==> config.mk <==
export PLATFORM = sky130hd
export DESIGN_NAME = seq_mult_ctrl
export DESIGN_NICKNAME = d
export VERILOG_FILES = /design/src/rtl/seq_mult_ctrl.sv
export SDC_FILE = /design/constraint.sdc
export NUM_CORES = 1
export LEC_CHECK = 0
export CORE_MARGIN = 1
export CORE_UTILIZATION = 30
export CTS_BUF_LIST = sky130_fd_sc_hd__clkbuf_8
export DETAILED_ROUTE_END_ITERATION = 8
export PLACE_DENSITY = 0.51
export SETUP_SLACK_MARGIN = 0.4
export SYNTH_ARGS = -nofsm -noshare
export SYNTH_HDL_FRONTEND = slang
export SYNTH_SLANG_ARGS = --single-unit
==> constraint.sdc <==
create_clock -name clk -period 6.9 [get_ports clk]
set_input_delay 1.38 -clock clk [delete_from_list [all_inputs] [get_ports clk]]
set_output_delay 1.38 -clock clk [all_outputs]
set_load 0.03 [all_outputs]
==> src/rtl/seq_mult_ctrl.sv <==
// Iterative 16x16 unsigned multiplier: one adder row reused for
// sixteen cycles, with a start/done handshake around it.
module seq_mult_ctrl #(
  parameter int WIDTH = 16,
  parameter int CNT_W = 5
) (
  input  logic               clk,
  input  logic               rst,
  input  logic               start,
  input  logic [WIDTH-1:0]   a,
  input  logic [WIDTH-1:0]   b,
  output logic               busy,
  output logic               done,
  output logic [2*WIDTH-1:0] product
);

  localparam int IDX_W = $clog2(WIDTH);

  typedef enum logic [1:0] {
    S_IDLE,
    S_RUN,
    S_DONE
  } state_e;

  state_e             state_q, state_d;
  logic [WIDTH-1:0]   m_q, m_d;
  logic [WIDTH-1:0]   q_q, q_d;
  logic [WIDTH-1:0]   p_q, p_d;
  logic               c_q, c_d;
  logic [WIDTH-1:0]   lo_q, lo_d;
  logic [CNT_W-1:0]   cnt_q, cnt_d;
  logic [2*WIDTH-1:0] prod_q, prod_d;

  logic [IDX_W-1:0]   idx;
  logic               qj;
  logic [WIDTH-1:0]   row_in;
  logic [WIDTH-1:0]   row_sum;
  logic               row_cy;
  logic               last;

  assign idx  = cnt_q[IDX_W-1:0];
  assign qj   = q_q[idx];
  assign last = (cnt_q == CNT_W'(WIDTH - 1));

  // Cell i sees the previous row's sum shifted down one place;
  // the top cell takes the previous row's carry-out instead.
  assign row_in = {c_q, p_q[WIDTH-1:1]};

  always_comb begin
    logic ai;
    logic cy;
    row_sum = '0;
    cy      = 1'b0;
    for (int i = 0; i < WIDTH; i++) begin
      ai         = m_q[i] & qj;
      row_sum[i] = ai ^ row_in[i] ^ cy;
      cy         = (ai & row_in[i]) | (ai & cy) | (row_in[i] & cy);
    end
    row_cy = cy;
  end

  always_comb begin
    state_d = state_q;
    m_d     = m_q;
    q_d     = q_q;
    p_d     = p_q;
    c_d     = c_q;
    lo_d    = lo_q;
    cnt_d   = cnt_q;
    prod_d  = prod_q;
    unique case (state_q)
      S_IDLE: begin
        if (start) begin
          m_d     = a;
          q_d     = b;
          p_d     = '0;
          c_d     = 1'b0;
          lo_d    = '0;
          cnt_d   = '0;
          state_d = S_RUN;
        end
      end
      S_RUN: begin
        p_d      = row_sum;
        c_d      = row_cy;
        lo_d[idx] = row_sum[0];
        cnt_d    = cnt_q + CNT_W'(1);
        if (last) begin
          prod_d  = {row_cy, row_sum, lo_q[WIDTH-2:0]};
          state_d = S_DONE;
        end
      end
      S_DONE: begin
        state_d = S_IDLE;
      end
      default: begin
        state_d = S_IDLE;
      end
    endcase
  end

  always_ff @(posedge clk) begin
    if (rst) begin
      state_q <= S_IDLE;
      m_q     <= '0;
      q_q     <= '0;
      p_q     <= '0;
      c_q     <= 1'b0;
      lo_q    <= '0;
      cnt_q   <= '0;
      prod_q  <= '0;
    end else begin
      state_q <= state_d;
      m_q     <= m_d;
      q_q     <= q_d;
      p_q     <= p_d;
      c_q     <= c_d;
      lo_q    <= lo_d;
      cnt_q   <= cnt_d;
      prod_q  <= prod_d;
    end
  end

  assign busy    = (state_q != S_IDLE);
  assign done    = (state_q == S_DONE);
  assign product = prod_q;

endmodule

==> out/qor.txt <==
Min cycle time layout: 7.10 ns
Synth cell count leaders: nand2_1, dfxtp_1, a21oi_1
Sw Ratio: 0.253
YS warnings: 0
CP endpoint kind: flip-flop
Worst hold start: lo_q[3]
Hold crit path type: reg -> reg
Root Buffer: clkbuf_8
Post-Syn Area: 4400 sq um
R2r worst-path depth: 24
Req. time, crit path: 7.12 ns
Post-synthesis sequential area ratio: 0.464
Synth cell types: 30
Worst Tran Pin Value: 1.12 ns
Max Fclk: 141 MHz
Drt total wl: 10.2 mm
Status: finished with violations
Average size of a mapped cell: 8.39 sq um
IO Pins: 69
Int Power: 821 uW
Vias in the first global route: 3,507
VDD IR-drop max: 0.0809 mV
CTS buffer count: 9
CP Launch Type: flip-flop
Slew HR: 0.252
Reg2reg setup slack: -0.20 ns
First-pass GRT wire length: 17.0 mm
Initial core utilization: 0.312
Cell family with most CP delay: adder cells
Dominant cell by count in the synthesized netlist: nand2_1
Clk pin slew, worst setup/hold paths: 0.09 ns
Crit path top cell by count: fa_2
Clock share of power: 0.350
Part of the power in registers: 0.554
Crit path max fanout: 7
RSZ-0062 raised after global routing: yes
Synth Flop Type: dfxtp_1
Pin count of the biggest net entering global routing: 103
Initial antenna violation count: 0
Antenna Nets Post-Route: 0
DRC: 0
Hold Path End: product[3]
Syn_nets: 581
Mux cell area share after synthesis: 0.0205
Die area: 15,200 sq um
Post-synthesis compound-gate area fraction: 0.166
Combinational Power Share: 0.096
Setup_tns: -0.382 ns
DRT iter0 DRCs: 276
Leakage: 1.74 nW
Gate Count Post-Synth: 525
Port bufs: 68
Site Rows: 43
Adder-Cell Fraction of Synth Area: 0.0852
Die height: 123 um
Final Net Count: 633
# diodes: 0
Setup CP Type: reg -> reg
TritonRoute pass-1 iters: 4
CTS Buffer Depth: 2
Final instance area: 5470 sq um
H-tree Lvls: 3
Clk_lat worst skew: 0.37 ns
Die X: 123 um
Tcrit/Tclk final: 1.03
Max_cap viols: 0
Slew Limit Fails: 0
Worst Setup Slack, final: -0.195 ns
Cell taking the most area after synthesis: dfxtp_1
CTS sink count: 102
Share of cells above drive strength 1: 0.103
Ys async rst share: 0
Core footprint: 14,100 sq um
CP peak stage delay: 0.51 ns
Placed cell areas: 5240 sq um
Yosys reg bits: 102
Fillers: 1,487
Vias: 3,650
Detail Placement HPWL: 6.72 mm
Placer's final routability congestion estimate: 0.812
Area contributors post-synth: dfxtp_1, nand2_1, a21oi_1
Hold Vio Cnt, Final: 0
Xor/xnor share of the synthesized area: 0
Top cell type's share of synthesized area: 0.464
Total grt overflow: 0
Number of enable flip-flop cells after synthesis: 0
Switching Power: 279 uW
Worst R2R Start: cnt_q[1]
Worst path bufs/invs: 1
Synth-to-Final Area Change: 24.1%
PwrDens: 201 nW/um^2
Cells along the critical path: mux4_2 > nor2_2 > o22ai_2 > and2_1 > ha_1 > inv_1 > fa_2 > fa_2 > fa_2 > fa_2 > fa_2 > fa_2 > fa_2 > fa_2 > fa_2 > fa_2 > fa_2 > fa_2 > fa_2 > fa_2 > fa_1 > nor2_1 > a31oi_1 > nor2_1
Setup-failing EPs final: 3
Drt via density: 4.79
Max stage delay cell, worst path: fa_1
Worst r2r dst: p_q[15]
Hold Path Depth: 2
DR WL/cell: 13.4 um
CTS tree: done
GRT Util Overall: 0.143
Failing checks: setup timing
Clk_skew: 0.0151 ns
Largest family of logic cells by synthesized area: simple AND/OR/NAND/NOR gates
Synth Area in Simple Gates: 0.197
WP data arrival: 7.32 ns
power by group through the flow:
stage,Clock [mW],Sequential [mW],Combinational [mW]
final,0.385,0.609,0.106
after CTS,0.397,0.609,0.106
after global routing,0.418,0.611,0.119
after global placement,0,0.623,0.104
after floorplan,0,0.620,0.0700
after detailed placement,0,0.623,0.106
worst min-delay path, delay by kind of cell (launching register included):
family             cells  cell delay (ns)
DFF                    1             0.32
and+or+nand+nor        1             0.05
AOI/OAI and AO/OA      1             0.05
sequential cells by signal, summed over array words and instances (netlist names):
name,cells
c_q,1
cnt_q,5
lo_q,15
m_q,16
p_q,15
product,32
q_q,16
state_q,2
layer usage:
metal	up-vias	track usage	share of wire
li1	1862	-	-
met4	0	0.0678	0.018
met2	64	0.212	0.44
met1	1712	0.202	0.51
met3	12	0.0217	0.032
met5	-	0	0
cell usage in the layout, fill, tap and decap left out, drive strengths merged:
cell | synthesis | final
nand2 | 121 | 121
dfxtp | 102 | 102
a21oi | 67 | 67
clkdlybuf4s50 | 0 | 67
nor2 | 59 | 59
inv | 21 | 22
a31oi | 18 | 18
a211oi | 17 | 17
buf | 23 | 17
nand4 | 15 | 15
fa | 15 | 15
o211ai | 11 | 11
clkbuf | 20 | 10
ha | 6 | 6
o311ai | 4 | 4
nand3 | 4 | 4
mux2 | 4 | 4
nand2b | 3 | 3
and2 | 3 | 3
nor2b | 3 | 3
mux4 | 2 | 2
clkinvlp | 0 | 2
o221ai | 2 | 2
or2 | 2 | 2
clkinv | 0 | 2
and3 | 1 | 1
o22ai | 1 | 1
a41oi | 1 | 1
bufinv | 0 | 1
worst max-delay path by stage:
stage,startpoint,end,depth (start not counted)
after CTS,cnt_q[1],p_q[15],24
after detailed placement,cnt_q[1],p_q[15],24
final,cnt_q[1],p_q[15],24
after global placement,cnt_q[1],p_q[15],24
after floorplan,cnt_q[1],p_q[15],25
after global routing,cnt_q[1],p_q[15],24
layout make-up:
cell class	count	area [sq um]	area share
clock buffer	10	138	0.0252
clock inverter	6	62.6	0.0114
tap	180	225	0.0412
multi-input combinational	359	2120	0.388
inverter	21	78.8	0.0144
sequential	102	2050	0.374
timing repair buffer	84	796	0.146
stage by stage:
step | total power [mW] | cells | hold WS, ns | util | setup slack, ns
after floorplan | 0.690 | 525 | 0.429 | - | -0.0921
after global placement | 0.727 | 744 | 0.444 | 0.372 | -0.0818
after detailed placement | 0.729 | 744 | 0.448 | 0.372 | -0.121
after CTS | 1.11 | 760 | 0.456 | 0.386 | -0.182
after global routing | 1.15 | 762 | 0.465 | 0.388 | -0.426
final | 1.10 | 762 | 0.451 | 0.388 | -0.195
cell families after synthesis:
logic type | after synthesis
buffers and inverters | 64
AND/OR/NAND/NOR | 211
multiplexers | 6
flip-flops | 102
adder cells (fa/ha/maj) | 21
AO/OA/AOI/OAI | 121
what timing repair did:
item	CTS	global route
resized for setup	2	1
hold buffers	0	0
setup endpoints to repair	6	7
pin swaps	1	0
buffers inserted	0	2
Note: power is estimated with default switching activity, not from simulation.
